`src/rtl/series_sequencer.sv`:
```
// series_sequencer: Moore FSM sequencing the shared-multiplier
// odd-power series datapath (x2, pwr, term, acc, coefficient ROM).
module series_sequencer #(
  parameter int NTERMS  = 16,
  parameter int CW      = 4,
  parameter int MUL_LAT = 1
) (
  input  logic          clock,
  input  logic          reset,
  input  logic          start,
  output logic          mul_a_sel,
  output logic [1:0]    mul_b_sel,
  output logic          x2_ld,
  output logic          pwr_init,
  output logic          pwr_ld,
  output logic          term_ld,
  output logic          acc_clr,
  output logic          acc_ld,
  output logic [CW-1:0] rom_addr,
  output logic          busy,
  output logic          ready
);

  localparam int WW = (MUL_LAT > 1) ? $clog2(MUL_LAT) : 1;
  localparam logic [CW-1:0] KLAST = CW'(NTERMS - 1);
  localparam logic [WW-1:0] WLAST = WW'(MUL_LAT - 1);

  typedef enum logic [2:0] {
    IDLE,
    SETUP,
    SQ,
    TERM,
    ACC,
    POW
  } state_t;

  state_t        state;
  state_t        state_n;
  logic [CW-1:0] k;
  logic [CW-1:0] k_n;
  logic [WW-1:0] wcnt;
  logic [WW-1:0] wcnt_n;
  logic          ready_n;
  logic          last;
  logic          klast;
  logic          mul_state;

  assign last      = (wcnt == WLAST);
  assign klast     = (k == KLAST);
  assign mul_state = (state == SQ) || (state == TERM) || (state == POW);

  always_ff @(posedge clock or posedge reset) begin
    if (reset) begin
      state <= IDLE;
      k     <= '0;
      wcnt  <= '0;
      ready <= 1'b0;
    end else begin
      state <= state_n;
      k     <= k_n;
      wcnt  <= wcnt_n;
      ready <= ready_n;
    end
  end

  always_comb begin
    state_n = state;
    k_n     = k;
    ready_n = ready;
    unique case (state)
      IDLE: begin
        if (start) begin
          state_n = SETUP;
          ready_n = 1'b0;
        end
      end
      SETUP: begin
        state_n = SQ;
        k_n     = '0;
      end
      SQ: begin
        if (last) state_n = TERM;
      end
      TERM: begin
        if (last) state_n = ACC;
      end
      ACC: begin
        if (klast) begin
          state_n = IDLE;
          ready_n = 1'b1;
        end else begin
          state_n = POW;
        end
      end
      POW: begin
        if (last) begin
          state_n = TERM;
          k_n     = k + 1'b1;
        end
      end
      default: state_n = IDLE;
    endcase
    // counter only runs while a multiply is being waited out
    if (state_n != state || !mul_state) wcnt_n = '0;
    else                                wcnt_n = wcnt + 1'b1;
  end

  always_comb begin
    mul_a_sel = 1'b0;
    mul_b_sel = 2'd0;
    x2_ld     = 1'b0;
    pwr_init  = 1'b0;
    pwr_ld    = 1'b0;
    term_ld   = 1'b0;
    acc_clr   = 1'b0;
    acc_ld    = 1'b0;
    rom_addr  = k;
    busy      = (state != IDLE);
    unique case (state)
      IDLE: ;
      SETUP: begin
        acc_clr  = 1'b1;
        pwr_init = 1'b1;
      end
      SQ: begin
        x2_ld = last;
      end
      TERM: begin
        mul_a_sel = 1'b1;
        mul_b_sel = 2'd1;
        term_ld   = last;
      end
      ACC: begin
        acc_ld = 1'b1;
      end
      POW: begin
        mul_a_sel = 1'b1;
        mul_b_sel = 2'd2;
        pwr_ld    = last;
      end
      default: ;
    endcase
  end

endmodule

```
`config.mk`:
```
export PLATFORM = sky130hd
export DESIGN_NAME = series_sequencer
export DESIGN_NICKNAME = d
export VERILOG_FILES = /design/src/rtl/series_sequencer.sv
export SDC_FILE = /design/constraint.sdc
export NUM_CORES = 1
export LEC_CHECK = 0
export BUFFER_PORTS_ARGS = -buffer_cell sky130_fd_sc_hd__buf_2
export CAP_MARGIN = 0
export CORE_UTILIZATION = 31
export CTS_BUF_LIST = sky130_fd_sc_hd__clkbuf_4
export DETAILED_ROUTE_END_ITERATION = 16
export SLEW_MARGIN = 0
export SYNTH_ARGS = -nofsm -noshare
export SYNTH_HDL_FRONTEND = slang
export SYNTH_SLANG_ARGS = --single-unit
```
`constraint.sdc`:
```
create_clock -name clock -period 1.71 [get_ports clock]
set_clock_uncertainty 0.15 [all_clocks]
set_input_delay 0.0855 -clock clock [delete_from_list [all_inputs] [get_ports clock]]
set_output_delay 0.0855 -clock clock [all_outputs]
set_load 0.02 [all_outputs]
```
==> flow_summary.ini, run 1 <==
[setup_path]
crit_type = reg2out
start_kind = flop
crit_path_end = mul_a_sel
cp.required_ps = 1470
endpoint_kind = output port
path_max_fanout = 11
r2r-start = rom_addr[1]
crit-reg2reg-capture = ready
crit_arrival_ps = 1360
r2r_cells = 3
cp-startpoint = state[2]
r2r_slack_ps = 310

[timing]
rsz0062_at_grt = no
postLayoutSetupSlackWorst_ps = 114
fmax_ghz = 0.627
period_share_pct = 93.3
slew_violations = 0
hold_viol_final = 0
setup_tns_ps = 0
hold-worst-slack_ps = 169
fin_crit_ps = 1600
setup_viol = 0

[floorplan]
initial_utilization_pct = 34.9
row_count = 14
ios = 18
die_h_um = 44.1
dieArea_mm2 = 0.00195
core_area_mm2 = 0.00158
die_w_um = 44.1

[pwr]
leakagePower_nw = 0.374
power_density_mw_per_mm2 = 1560
p_total_mw = 1.06
vdd_ir_drop_max_uv = 889

[global_route]
grt_overflow = 0
use_met2_pct = 24.7
busiest_layer = met2
track_usage_pct = 15.2
grt_use_met1_pct = 17.8
grt_max_degree = 13
grt_pass1_wl_um = 2170
antenna_found_initial = 0
grt_pass1_vias = 481
grt_util_met3_pct = 4.08

[clock_tree]
insertion_delay_ps = 260
cts_tree = done
cts_sinks = 9
clkTransAtPathRegs_ps = 60
clk_path_buf_depth = 2
cts_setup_buffers = 0
cts.root.buffer_cell = clkbuf_4
cts_buffers = 3
h-tree-depth = 1

[placement]
dp.cells = 88
port_buffers = 17
globalplace.congestion = 0.823
dp_hpwl_um = 863
dp_slack_ps = 258
dpl_cell_area_um2 = 627

[logic_synthesis]
postSynthCellCount = 59
synth_area_per_cell_um2 = 9.33
synth_compound_area_share_pct = 15.0
synth_xor_area_share_pct = 1.59
synthesis.area_um2 = 551
ys_seq_elements = 9
yosys_warnings = 0
synth-simple-area-share_pct = 27.7
synth_top_family_by_area = simple AND/OR/NAND/NOR gates
yosys-mux-area-fraction_pct = 3.86
yosysSeqAreaShare_pct = 40.9
synth_fa_ha_area_share_pct = 2.27
synth_nets = 63
synth_cell_types = 29

[worst_hold_path]
hold_class = in2async

[finish]
drive_gt1_share_pct = 34.6
final_cell_mix = 17 x buf_2, 7 x nor2_1, 7 x dfrtp_1
final_util_pct = 43.1
fillers = 152
area_growth_pct = 23.4
layout.cells.non_filler = 94
seq_area_um2 = 228
mostFrequentLayoutCell = buf_2
nets = 83
multi_input_area_um2 = 282
antenna_cells = 0
stdcell_area_um2 = 679

[outcome]
status = finished clean

[routing]
dr.pass1.iters = 4
drtIter0Drc = 24
final_antenna_net_count = 0
totalWireLength_um = 1280
num_vias = 522
viasPerCell = 5.55
drc = 0
routedWlPerCell_um = 13.6

[job]
maxCapViolations = 0
[worst max-delay path: stages, from the launching register on]
cell	delay, ps
dfrtp_2	470
inv_1	140
nand2_1	150
a21oi_1	170
buf_2	170
[cell families after synthesis]
kind of cell | after synthesis
AND/OR/NAND/NOR | 24
AO/OA/AOI/OAI | 13
flip-flops | 9
buffers and inverters | 8
multiplexers | 2
adder cells (fa/ha/maj) | 1
other | 1
XOR/XNOR | 1
[registers in the layout (all words and copies together), names as in the netlist]
name,flops
wcnt,1
state,3
rom_addr,4
ready,1
[where the power goes]
group	total [mW]	leakage [nW]	internal, mW	switching, mW
registers	0.379	0.116	0.266	0.113
clock network	0.180	0.0184	0.106	0.0738
logic	0.503	0.240	0.190	0.313
total	1.06	0.374	0.562	0.500
[layout make-up]
cell class,count,area share (%)
multi-input cells,42,41.4
flip-flops and latches,9,33.5
clock buffers,4,4.42
well taps,16,2.95
inverters,4,2.21
repair buffers,19,15.5
[Yosys cell counts]
library cell,instances,area share (%)
buf_6,1,2.0
buf_4,1,1.4
nand2_1,4,2.7
a21oi_1,4,3.6
o21ai_0,2,1.8
buf_2,2,1.8
a311oi_1,1,1.6
inv_1,4,2.7
mux2_2,1,2.0
nand2b_4,1,2.5
dfrtp_1,9,41
conb_1,1,0.68
nand4b_4,1,4.3
nand3_1,3,2.7
a21o_1,1,1.4
xor2_1,1,1.6
a22o_1,1,1.6
a31oi_1,1,1.1
nor3b_1,1,1.4
nor3_1,2,1.8
o22ai_1,2,2.3
a41oi_1,1,1.6
mux2i_1,1,1.8
nand2b_1,2,2.3
and4bb_2,1,2.3
nand4b_1,1,1.6
or4_1,1,1.4
ha_1,1,2.3
nor2_1,7,4.8
[per-layer routing]
metal	wire [um]	share of wire, %
met5	0	0
met4	31	2.4
met3	62	4.9
met2	673	53
met1	509	40
[how the worst min path moves through the flow]
stage           from           to  slack, ps  cells after the start
2_1_floorplan  reset        ready       -240                      1
3_3_place_gp   reset  rom_addr[2]        -90                      2
3_5_place_dp   reset  rom_addr[2]        -90                      2
4_1_cts        reset  rom_addr[2]        170                      3
5_1_grt        reset  rom_addr[2]        220                      3
6_report       reset  rom_addr[0]        170                      3
[repair_timing]
item	CTS	global route
endpoints found under the hold margin	10	0
gates resized for setup	0	2
hold buffers	2	0
endpoints found under the setup margin	0	4
Note: power is estimated with default switching activity, not from simulation.
==> run 2, diff against run 1 <==
--- a/config.mk
+++ b/config.mk
@@ -10,6 +10,8 @@
 export CORE_UTILIZATION = 31
 export CTS_BUF_LIST = sky130_fd_sc_hd__clkbuf_4
 export DETAILED_ROUTE_END_ITERATION = 16
+export RECOVER_POWER = 50
+export SETUP_SLACK_MARGIN = 0.4
 export SLEW_MARGIN = 0
 export SYNTH_ARGS = -nofsm -noshare
 export SYNTH_HDL_FRONTEND = slang
==> run 2 against run 1 <==
- die area unchanged
- fmax rose by 5.5%
- highest routed layer unchanged
- sequential power about the same
==> flow_summary.ini, run 2 (same netlist as run 1, synthesis figures left out) <==
[routing]
drc = 0
dr.pass1.iters = 6
drtIter0Drc = 17
totalWireLength_um = 1830
viasPerCell = 5.61
final_antenna_net_count = 0
routedWlPerCell_um = 16.7
num_vias = 617

[worst_hold_path]
hold_class = in2async

[floorplan]
ios = 18
die_w_um = 44.1
row_count = 14
dieArea_mm2 = 0.00195
die_h_um = 44.1
initial_utilization_pct = 34.9
core_area_mm2 = 0.00158

[timing]
hold_viol_final = 0
fmax_ghz = 0.661
fin_crit_ps = 1510
setup_viol = 0
rsz0062_at_grt = yes
setup_tns_ps = 0
period_share_pct = 88.5
slew_violations = 0

[finish]
nets = 99
antenna_cells = 0
drive_gt1_share_pct = 64.9
final_cell_mix = 13 x buf_6, 13 x buf_4, 6 x dfrtp_1
area_growth_pct = 75.7
largest_reg_flops = 4
stdcell_area_um2 = 967

[setup_path]
crit_type = reg2out
start_kind = flop
crit_arrival_ps = 1280
path_max_fanout = 6
cp.required_ps = 1470
path_cells = and4bb_2 > buf_6
r2r_slack_ps = 220
crit_path_top_delay_cell = dfrtp_1
endpoint_kind = output port
slowest_delay_ps = 480

[global_route]
antenna_found_initial = 0
grt_pass1_vias = 607
grt_max_degree = 10
grt_overflow = 0
grt_pass1_wl_um = 2680
track_usage_pct = 19.2

[clock_tree]
clkTransAtPathRegs_ps = 70
cts.root.buffer_cell = clkbuf_4
cts_tree = done
clk_path_buf_depth = 2
insertion_delay_ps = 260
h-tree-depth = 1
cts_sinks = 9
cts_buffers = 3

[placement]
port_buffers = 17
dp_hpwl_um = 848
globalplace.congestion = 0.798
dpl_cell_area_um2 = 643

[job]
maxCapViolations = 0

[pwr]
vdd_ir_drop_max_uv = 940
power_density_mw_per_mm2 = 1690
leakagePower_nw = 0.485

[outcome]
status = finished clean
## run 2: cell types whose count changed in the layout (fill, tap and decap cells not counted), sizes merged
cell	delta
buf	+14
clkbuf	+2
## run 2: through the flow
| step | setup slack, ps | cells | util, % | hold WS, ps | power, mW |
|---|---|---|---|---|---|
| finish | 197 | 110 | 61.3 | 177 | 1.64 |
| global route | 171 | 110 | 61.3 | 238 | 1.72 |
| CTS | 256 | 106 | 54.9 | 186 | 1.40 |
| detailed placement | 216 | 88 | 40.8 | -78.0 | 0.903 |
| global placement | 232 | 88 | 40.8 | -76.3 | 0.909 |
| floorplan | 348 | 59 | - | -237 | 0.783 |
## run 2: worst paths after layout
kind / to / cells after the start / start
min in group clock: ready / 3 / start
hold / removal: rom_addr[1] / 3 / reset
hold reg to reg: ready / 2 / ready
setup reg to reg: ready / 5 / state[1]
setup / recovery: pwr_ld / 2 / state[1]
max in group asynchronous: state[0] / 3 / reset
## run 2: final cells by class
type                    instances  area (um2)
clock buffers                   4        30.0
fillers                       128         609
inverters                       4        17.5
multi-input cells              42         374
flip-flops and latches          9         229
well taps                      16        20.0
repair buffers                 35         297
## run 2: worst max-delay path, delay by kind of cell, from the launching register on
| kind | cells | cell delay, ps |
|---|---|---|
| AND/OR/NAND/NOR | 1 | 410 |
| buffers and inverters | 1 | 130 |
| flip-flops | 1 | 480 |
## run 2: metal layers
layer | track usage (%) | part of all wire, %
met5 | 0 | 0
met4 | 10.3 | 0.93
met3 | 8.16 | 3.7
met2 | 30.3 | 52
met1 | 21.9 | 44
## run 2: power breakdown
group,leakage [nW],internal [mW],switching [mW]
sequential,0.115,0.266,0.110
clock,0.0184,0.106,0.0750
combinational,0.352,0.534,0.547
## run 2: repair_timing
action	CTS	global route
buffers inserted	12	4
endpoints found under the setup margin	17	18
hold endpoints to repair	10	0
hold buffers	2	0
resized for setup	27	26
pin swaps	8	8
